--- src/rtl/alu_pkg.sv ---
// Shared opcode constants, source-class enum and flag bit positions for the
// ALU result/flag unit.
package alu_pkg;

  localparam logic [2:0] OP_ADD0   = 3'b000;
  localparam logic [2:0] OP_ADD1   = 3'b001;
  localparam logic [2:0] OP_LOGIC0 = 3'b101;
  localparam logic [2:0] OP_LOGIC1 = 3'b110;

  typedef enum logic [1:0] {
    SRC_ADD,
    SRC_LOGIC,
    SRC_SHIFT
  } src_e;

  localparam int FLAG_N = 3;
  localparam int FLAG_Z = 2;
  localparam int FLAG_C = 1;
  localparam int FLAG_V = 0;

  // Everything that is neither adder nor logic falls to the shifter.
  function automatic src_e op_src(input logic [2:0] op);
    unique case (op)
      OP_ADD0, OP_ADD1:     op_src = SRC_ADD;
      OP_LOGIC0, OP_LOGIC1: op_src = SRC_LOGIC;
      default:              op_src = SRC_SHIFT;
    endcase
  endfunction

endpackage

--- src/rtl/alu_result_sel.sv ---
// Combinational source select plus N/Z/C/V derived from the selected value.
module alu_result_sel
  import alu_pkg::*;
#(
  parameter int WIDTH = 8
) (
  input  logic [2:0]       op_i,
  input  logic [WIDTH-1:0] y_logic_i,
  input  logic [WIDTH-1:0] y_shift_i,
  input  logic [WIDTH-1:0] y_add_i,
  input  logic             c_add_i,
  input  logic             c_shift_i,
  input  logic             v_add_i,
  output logic [WIDTH-1:0] sel_y_o,
  output logic             sel_n_o,
  output logic             sel_z_o,
  output logic             sel_c_o,
  output logic             sel_v_o
);

  always_comb begin
    sel_y_o = y_shift_i;
    sel_c_o = c_shift_i;
    sel_v_o = 1'b0;
    unique case (op_src(op_i))
      SRC_ADD: begin
        sel_y_o = y_add_i;
        sel_c_o = c_add_i;
        sel_v_o = v_add_i;
      end
      SRC_LOGIC: begin
        sel_y_o = y_logic_i;
        sel_c_o = 1'b0;
      end
      default: ;
    endcase
  end

  assign sel_n_o = sel_y_o[WIDTH-1];
  assign sel_z_o = (sel_y_o == '0);

endmodule

--- src/rtl/alu_flag_unit.sv ---
// Registered ALU result/flag stage: one-entry valid/ready output, flag-write
// enable, sticky overflow and a saturating overflow-event counter.
module alu_flag_unit
  import alu_pkg::*;
#(
  parameter int WIDTH = 8,
  parameter int CNT_W = 8
) (
  input  logic             clk,
  input  logic             rst,
  input  logic             in_valid,
  output logic             in_ready,
  input  logic [2:0]       op,
  input  logic [WIDTH-1:0] y_logic,
  input  logic [WIDTH-1:0] y_shift,
  input  logic [WIDTH-1:0] y_add,
  input  logic             c_add,
  input  logic             c_shift,
  input  logic             v_add,
  input  logic             flag_we,
  input  logic             sticky_clr,
  output logic             out_valid,
  input  logic             out_ready,
  output logic [WIDTH-1:0] y,
  output logic             n,
  output logic             z,
  output logic             c,
  output logic             v,
  output logic             v_sticky,
  output logic [CNT_W-1:0] ovf_count
);

  logic [WIDTH-1:0] sel_y;
  logic             sel_n, sel_z, sel_c, sel_v;
  logic             accept, ovf_evt;

  logic [WIDTH-1:0] y_q, y_d;
  logic             vld_q, vld_d;
  logic [3:0]       flags_q, flags_d;
  logic             sticky_q, sticky_d;
  logic [CNT_W-1:0] cnt_q, cnt_d;

  alu_result_sel #(.WIDTH(WIDTH)) u_sel (
    .op_i      (op),
    .y_logic_i (y_logic),
    .y_shift_i (y_shift),
    .y_add_i   (y_add),
    .c_add_i   (c_add),
    .c_shift_i (c_shift),
    .v_add_i   (v_add),
    .sel_y_o   (sel_y),
    .sel_n_o   (sel_n),
    .sel_z_o   (sel_z),
    .sel_c_o   (sel_c),
    .sel_v_o   (sel_v)
  );

  assign in_ready = !vld_q || out_ready;
  assign accept   = in_valid && in_ready;
  assign ovf_evt  = accept && flag_we && sel_v;

  always_comb begin
    y_d      = y_q;
    vld_d    = vld_q;
    flags_d  = flags_q;
    sticky_d = sticky_q;
    cnt_d    = cnt_q;

    if (accept) begin
      y_d   = sel_y;
      vld_d = 1'b1;
    end else if (out_ready) begin
      vld_d = 1'b0;
    end

    if (accept && flag_we) begin
      flags_d[FLAG_N] = sel_n;
      flags_d[FLAG_Z] = sel_z;
      flags_d[FLAG_C] = sel_c;
      flags_d[FLAG_V] = sel_v;
    end

    // A same-cycle overflow beats the clear: the event that just happened is kept.
    if (sticky_clr) begin
      sticky_d = ovf_evt;
      cnt_d    = ovf_evt ? CNT_W'(1) : '0;
    end else if (ovf_evt) begin
      sticky_d = 1'b1;
      if (cnt_q != '1) cnt_d = cnt_q + CNT_W'(1);
    end
  end

  always_ff @(posedge clk) begin
    if (rst) begin
      y_q      <= '0;
      vld_q    <= 1'b0;
      flags_q  <= '0;
      sticky_q <= 1'b0;
      cnt_q    <= '0;
    end else begin
      y_q      <= y_d;
      vld_q    <= vld_d;
      flags_q  <= flags_d;
      sticky_q <= sticky_d;
      cnt_q    <= cnt_d;
    end
  end

  assign y         = y_q;
  assign out_valid = vld_q;
  assign n         = flags_q[FLAG_N];
  assign z         = flags_q[FLAG_Z];
  assign c         = flags_q[FLAG_C];
  assign v         = flags_q[FLAG_V];
  assign v_sticky  = sticky_q;
  assign ovf_count = cnt_q;

endmodule
--- config.mk ---
export PLATFORM = sky130hd
export DESIGN_NAME = alu_flag_unit
export DESIGN_NICKNAME = d
export VERILOG_FILES = /design/src/rtl/alu_pkg.sv /design/src/rtl/alu_result_sel.sv /design/src/rtl/alu_flag_unit.sv
export SDC_FILE = /design/constraint.sdc
export NUM_CORES = 1
export LEC_CHECK = 0
export CAP_MARGIN = 20
export CORE_ASPECT_RATIO = 0.8
export CORE_MARGIN = 8
export CORE_UTILIZATION = 47
export CTS_BUF_LIST = sky130_fd_sc_hd__clkbuf_4
export DETAILED_ROUTE_END_ITERATION = 10
export GPL_ROUTABILITY_DRIVEN = 0
export PLACE_DENSITY = 0.95
export SYNTH_ARGS = -nofsm -noshare
export SYNTH_HDL_FRONTEND = slang
export SYNTH_SLANG_ARGS = --single-unit
--- constraint.sdc ---
create_clock -name clk -period 5.3 [get_ports clk]
set_input_delay 0.53 -clock clk [delete_from_list [all_inputs] [get_ports clk]]
set_output_delay 0.53 -clock clk [all_outputs]
set_load 0.005 [all_outputs]
-- Yosys cells after proc, flatten, opt, wreduce, memory -nomap -nowiden
Index checks and enable logic that the tools add are counted.
- equal/unequal tests: 5
- add/sub/neg operators: 1
- reduce and logical (&&, ||, !) cells: 14
- multiplexer cells: 12
- operators with widths (cell ; count):
    $mux W8 ; 3
    $pmux W8 S2 ; 1
    $add A8 B1 Y8 const B ; 1
    $logic_not A8 Y1 ; 1
    $ne A8 B8 Y1 const B ; 1
    $eq A3 B3 Y1 const B ; 2
    $mux W1 ; 6
    $reduce_bool A2 Y1 ; 3
    $pmux W2 S2 ; 1
    $reduce_or A2 Y1 ; 2
    $eq A3 B1 Y1 const B ; 1
    $logic_and A1 B1 Y1 ; 3
    $logic_not A3 Y1 ; 1
    $eq A2 B1 Y1 const B ; 1
    $logic_not A2 Y1 ; 1
    $pmux W1 S2 ; 1
    $reduce_and A2 Y1 ; 1
    $logic_not A1 Y1 ; 1
    $logic_or A1 B1 Y1 ; 1
- bits of input ports: 36
- register bits: 22

-- Longest topological paths before layout
Gate-level depths: netlist of run 1.
- word-level depth: 8
- gate-level depth with buffers: 8
- mapped depth without buffers: 6

-- Hierarchy
From an unflattened synthesis of run 1, not the netlist that was laid out.
- cells, all modules: 169
- area, all modules: 1418.9 sq um
- modules (own cells, without submodules) (module ; area each (sq um) ; instances ; cells an instance):
    alu_flag_unit ; 933.4 ; 1 ; 111
    alu_result_sel ; 485.5 ; 1 ; 58

-- Worst setup path before layout of run 1
Ideal clock, no wire load.
- path kind: input port to flip-flop
- start point: in op[1]
- end point: reg flags_q[2]
- data required time: 5204 ps
- cell stages on the path: 6
- library setup time: 96 ps
- path buffers: 2
- path slack: 3250 ps
- data arrival time: 1955 ps
- path through: buf_6 buf_4 a22o_1 a21o_1 or4_4 o41ai_2
- cells in the longest elaborated chain, start to end: 6
- RTL lines (item ; line ; source):
    start, declared ; alu_flag_unit.sv:13 ; input logic [2:0] op,
    $eq A3 B3 Y1 (tied with other cells) ; alu_pkg.sv:23 ; unique case (op)
    $reduce_or A2 Y1 ; alu_pkg.sv:23 ;
    $pmux W2 S2 * ; alu_pkg.sv:23 ;
    $eq A2 B1 Y1 / $logic_not A2 Y1 (equally long branches) ; alu_result_sel.sv:25 ; unique case (op_src(op_i))
    $pmux W8 S2 * ; alu_result_sel.sv:25 ;
    $logic_not A8 Y1 * ; alu_result_sel.sv:40 ; assign sel_z_o = (sel_y_o == '0);
    end signal, assigned ; alu_flag_unit.sv:103 ; flags_q <= flags_d;
    end, declared ; alu_flag_unit.sv:39 ; logic [3:0] flags_q, flags_d;
Mark *: on every way between the ends. The rest lies on a longest branch, timed or not.
A chain may end at the register's enable or synchronous reset.

-- Worst setup path in the final report of run 1
- start point: in op[2]
- end point: reg flags_q[2]
The elaborated chain is that of the path after synthesis.

==> run_results.csv, run 1 <==
group,metric,value,unit
drt,first_iter_violations,70,
die,die_y,63.9,um
grt,grt_max_degree,29,
grt,grt_use_total,16.2,%
power,finalPower,349,uW
cts,clkSlewWorstSetupHoldPaths,0.11,ns
finish,fill_cells,221,
timing,hold_viol,0,
worst_setup_path,arrival,2.74,ns
timing,tns,0,ns
placed_design,place.detailed.hpwl,3150,um
worst_setup_path,end_kind,"flop",
drt,drc_errors,0,
cts,post_cts_resized,0,
die,start_util,49.1,%
logic_synthesis,synth_area,1350,um^2
worst_setup_path,cp.required,5.52,ns
worst_setup_path,start_kind,"input port",
finish,nNetsFinal,248,
cts,clk_latency,0.30,ns
cts,clk_path_buf_depth,2,
worst_setup_path,worstSetupStartpoint,"op[2]",
worst_hold_path,min_path_type,"flop to flop",
logic_synthesis,synth_nets,196,
worst_setup_path,cp_max_fo,12,
timing,finalCriticalPeriod,2.52,ns
timing,relSlewSlack,58.2,%
grt,grt_pass1_vias,1294,
logic_synthesis,ys_types,37,
job,drv_cap,0,
finish,antenna_cells,0,
worst_setup_path,timing.rr.start,"ovf_count[0]$_SDFFE_PP0P_",
timing,timing.final.crit_share,47.5,%
logic_synthesis,async_reset_ff_share,0,%
cts,htree_levels,1,
power,power_density,180,nW/um^2
finish,syn2layout_area_growth,44.0,%
cts,post_cts_buffers,0,
cts,cts_hold_buffers,0,
power,p_leak,0.746,nW
drt,wl_per_cell,15.9,um
die,die_width,75.8,um
worst_hold_path,hold_start,"y[7]$_SDFFE_PP0P_",
worst_setup_path,ff2ff_path_depth,6,
die,core,2740,um^2
drt,first_pass_iters,4,
worst_setup_path,worstSetupPathType,"input port to flop",
cts,cts_buffers,3,
worst_setup_path,rr_endpoint,"ovf_count[4]$_SDFFE_PP0P_",
logic_synthesis,ys_ff_latch,22,
logic_synthesis,synth_ff_type,"dfxtp_1",
grt,antenna_found_initial,0,
grt,grt_pass1_wl,6160,um
logic_synthesis,ys_seq_area_share,32.7,%
timing,clock_skew,0.00532,ns
timing,worst_slew_pin_slew,0.625,ns
power,max-vdd-ir-drop,0.149,mV
finish,drive_above_1_share,4.29,%
cts,cts_root_buffer,"clkbuf_4",
drt,wl,3930,um
timing,rsz0062_at_grt,"no",
worst_setup_path,r2r_setup_slack,3.45,ns
finish,multi_input_area,828,um^2
timing,max_freq,397,MHz
drt,vias,1409,
drt,avgViaCountPerCell,5.68,
finish,final_util,70.6,%
placed_design,io_buffers,58,
timing,slew_violations,0,
finish,ff_latch_area,440,um^2
run_status,status,"complete, no violations",
die,rows,17,
logic_synthesis,syn_inst,159,
die,dieArea,4840,um^2
worst_hold_path,min_to,"y[7]$_SDFFE_PP0P_",
logic_synthesis,synth_edf_count,0,
die,io_pins,59,
cts,cts_sinks,22,
worst_hold_path,hold_depth,2,
drt,drtAntennaViolNets,0,
grt,overflow,0,
timing,setup_viol,0,
logic_synthesis,syn_area_per_cell,8.47,um^2
cts,cts_tree,"built",
logic_synthesis,synth_warnings,0,
[stage by stage]
step | cells | worst slack [ns] | instance area, um^2 | hold slack [ns]
CTS | 248 | 2.79 | 1940 | 0.468
floorplan | 159 | 3.25 | 1350 | 0.453
detailed placement | 244 | 2.45 | 1910 | 0.452
global route | 248 | 2.65 | 1940 | 0.484
finish | 248 | 2.78 | 1940 | 0.466
global placement | 244 | 2.57 | 1910 | 0.443
[logic make-up after synthesis]
logic type	count (synthesis)	synth area share, %
AND/OR/NAND/NOR	51	20.4
AO/OA/AOI/OAI	49	24.1
flip-flops	22	32.7
multiplexers	20	14.9
buffers and inverters	14	5.76
XOR/XNOR	2	1.30
adder cells (fa/ha/maj)	1	0.929
[area by class of cell]
cell class,count,area share [%]
Timing Repair Buffer,59,30.3
Inverter,2,0.387
Tap cell,38,2.45
Multi-Input combinational cell,123,42.7
Sequential cell,22,22.7
Clock buffer,3,1.16
Clock inverter,1,0.194
[cells in the final DEF, fill, tap and decap left out, types with 2 or more instances in the layout]
master,Yosys,routed
a21o_1,4,4
a21oi_1,15,15
a22o_1,8,8
clkbuf_4,0,3
clkdlybuf4s50_1,0,58
dfxtp_1,22,22
inv_1,2,2
mux2i_1,20,20
nand2_1,11,11
nand2b_1,3,3
nand3_1,5,5
nand4_1,3,3
nor2_1,10,10
nor2b_1,4,4
nor3_1,2,2
nor3b_1,2,2
o21ai_0,8,8
o22ai_1,8,8
o31ai_1,2,2
or3_1,3,3
or4_1,2,2
[report_power, final]
part / internal (mW) / switching [mW]
Sequential: 0.172 / 0.00352
Clock: 0.0275 / 0.0482
Combinational: 0.0575 / 0.0412
[Yosys cell counts, types with 2 or more instances]
library cell	n	area share [%]
dfxtp_1	22	33
mux2i_1	20	15
a21oi_1	15	5.6
nand2_1	11	3.1
nor2_1	10	2.8
a22o_1	8	5.2
o21ai_0	8	3.0
o22ai_1	8	3.7
buf_2	5	1.9
nand3_1	5	1.9
a21o_1	4	2.2
nor2b_1	4	1.9
clkbuf_1	3	0.84
nand2b_1	3	1.4
nand4_1	3	1.4
or3_1	3	1.4
buf_6	2	1.7
inv_1	2	0.56
nor3_1	2	0.74
nor3b_1	2	1.1
o31ai_1	2	1.1
or4_1	2	1.1
[how the worst max path moves through the flow]
| stage | to | slack, ns | cells past startpoint |
|---|---|---|---|
| 3_5_place_dp | flags_q[2]$_SDFFE_PP0P_ | 2.45 | 6 |
| 5_1_grt | flags_q[2]$_SDFFE_PP0P_ | 2.65 | 6 |
| 4_1_cts | flags_q[2]$_SDFFE_PP0P_ | 2.79 | 6 |
| 6_report | flags_q[2]$_SDFFE_PP0P_ | 2.78 | 6 |
| 3_3_place_gp | flags_q[2]$_SDFFE_PP0P_ | 2.57 | 7 |
| 2_1_floorplan | flags_q[2]$_SDFFE_PP0P_ | 3.25 | 6 |
[layer usage]
metal	part of all wire (%)	vias up	track usage, %
li1	-	689	-
met1	42	659	18.8
met2	50	53	28.0
met3	5.4	8	4.05
met4	1.9	0	4.78
met5	0	-	0
[flip-flops by register name, indices dropped and copies added, names as in the netlist]
signal and cells:
v_sticky 1, flags_q 4, ovf_count 8, out_valid 1, y 8
[critical path: stages]
cell and delay [ns]:
clkdlybuf4s50_1 0.65, nand2b_1 0.45, o22ai_1 0.13, a21o_1 0.19
or4_4 0.52, o41ai_2 0.26
No activity file was read; power rests on OpenSTA's default activity.
==> run 2, diff against run 1 <==
CORE_UTILIZATION = 43   (was 47)
PLACE_DENSITY = 0.9   (was 0.95)
clock period = 2.65 ns   (was 5.3 ns; I/O delays follow)
==> run_results.csv, run 2 (synthesis gave the netlist of run 1 again) <==
group,metric,value,unit
finish,antenna_cells,0,
drt,drtAntennaViolNets,0,
cts,clkSlewWorstSetupHoldPaths,0.12,ns
timing,timing.final.crit_share,78.2,%
die,die_y,66.0,um
drt,vias,1396,
worst_setup_path,arrival,2.32,ns
worst_setup_path,cp.required,2.90,ns
placed_design,place.detailed.hpwl,3100,um
finish,nNetsFinal,252,
cts,htree_levels,1,
worst_setup_path,worstSetupPathType,"input port to flop",
drt,drc_errors,0,
worst_setup_path,cp_max_fo,10,
die,core,3040,um^2
finish,final_cell_mix,"58 x clkdlybuf4s50_1, 22 x dfxtp_1, 20 x mux2i_1",
timing,relSlewSlack,74.7,%
finish,final_common_cell,"clkdlybuf4s50_1",
grt,grt_use_total,14.6,%
drt,avgViaCountPerCell,5.50,
power,power_density,358,nW/um^2
worst_hold_path,min_path_type,"flop to flop",
finish,drive_above_1_share,6.07,%
timing,setup_viol,0,
die,dieArea,5190,um^2
power,p_leak,0.770,nW
grt,overflow,0,
timing,max_freq,483,MHz
worst_setup_path,slowest_delay,0.52,ns
die,die_width,78.6,um
grt,antenna_found_initial,0,
worst_setup_path,end_kind,"flop",
worst_setup_path,start_kind,"input port",
timing,slew_violations,0,
cts,cts_buffers,3,
drt,first_iter_violations,124,
power,p_comb_share,28.5,%
job,drv_cap,0,
power,power_frac_clock,22.2,%
cts,post_cts_resized,0,
power,max-vdd-ir-drop,0.368,mV
drt,wl,3850,um
worst_setup_path,path_cells,"clkdlybuf4s50_1 -> buf_4 -> nor3b_1 -> and4_1 -> a21oi_2 -> or4_1 -> a21oi_1",
worst_setup_path,timing.rr.start,"ovf_count[0]$_SDFFE_PP0P_",
timing,finalCriticalPeriod,2.07,ns
worst_setup_path,crit_buf_inv,2,
grt,grt_pass1_wl,6230,um
timing,clock_skew,0.00546,ns
power,netSwitchingPower,192,uW
cts,cts_root_buffer,"clkbuf_4",
die,start_util,44.3,%
drt,first_pass_iters,4,
placed_design,io_buffers,58,
timing,tns,0,ns
cts,clk_path_buf_depth,2,
power,p_int,518,uW
worst_setup_path,crit_slowest_cell,"clkdlybuf4s50_1",
placed_design,detailedPlace.worstSlack,0.263,ns
timing,hold_viol,0,
cts,cts_hold_buffers,0,
die,rows,18,
cts,cts_tree,"built",
worst_setup_path,worstSetupStartpoint,"op[2]",
grt,grt_pass1_vias,1348,
finish,final_util,65.2,%
timing,fin_ws,0.579,ns
worst_hold_path,hold_start,"y[7]$_SDFFE_PP0P_",
timing,rsz0062_at_grt,"no",
cts,cts_sinks,22,
finish,syn2layout_area_growth,47.3,%
power,swShare,27.0,%
die,io_pins,59,
run_status,status,"complete, no violations",
drt,wl_per_cell,15.2,um
power,p_seq_share,49.3,%
cts,clk_latency,0.31,ns
grt,grt_max_degree,29,
cts,post_cts_buffers,0,
worst_setup_path,crit_family,"simple AND/OR/NAND/NOR gates",
timing,worst_slew_pin_slew,0.380,ns
## run 2: changes by cell type in the layout (fill, tap and decap cells not counted)
cell    change
buf_12      +1
buf_4       +3
## run 2: routing by layer
layer / track usage [%] / part of all wire (%)
met3: 3.13 / 4.6
met2: 26.1 / 50
met4: 3.46 / 0.93
met5: 0 / 0
met1: 17.5 / 44
## run 2: layout make-up
cell class                      instances  area (um^2)
Multi-Input combinational cell        123          828
Clock inverter                          1         3.75
Fill cell                             271         1060
Tap cell                               40         50.0
Clock buffer                            3         22.5
Sequential cell                        22          440
Timing Repair Buffer                   63          631
Inverter                                2         7.51
## run 2: worst paths after layout
| path | to | slack (ns) | cells past startpoint |
|---|---|---|---|
| setup / recovery | ovf_count[7]$_SDFFE_PP0P_ | 0.58 | 7 |
| hold / removal | y[7]$_SDFFE_PP0P_ | 0.47 | 2 |
| setup reg to reg | ovf_count[4]$_SDFFE_PP0P_ | 0.77 | 6 |
| hold reg to reg | y[7]$_SDFFE_PP0P_ | 0.47 | 2 |
## run 2: worst reg2reg max path, delay by kind of cell (launching register included)
family	cells	cell delay [ns]
DFF	1	0.43
and+or+nand+nor	3	0.60
adders and majority gates	1	0.19
AOI/OAI and AO/OA	2	0.56
## run 2: power groups by stage
stage	Sequential [mW]	Clock [mW]	Combinational (mW)
CTS	0.350	0.160	0.204
floorplan	0.358	0	0.0996
global route	0.351	0.171	0.220
detailed placement	0.358	0	0.203
finish	0.350	0.158	0.202
global placement	0.357	0	0.198
## run 2: through the flow
step | cell area (um^2) | total power, mW | hold WS [ns] | cells
4_1_cts | 1980 | 0.714 | 0.483 | 254
2_1_floorplan | 1350 | 0.457 | 0.394 | 159
5_1_grt | 1980 | 0.742 | 0.499 | 254
6_report | 1980 | 0.710 | 0.474 | 254
3_3_place_gp | 1960 | 0.555 | 0.444 | 250
3_5_place_dp | 1960 | 0.560 | 0.467 | 250
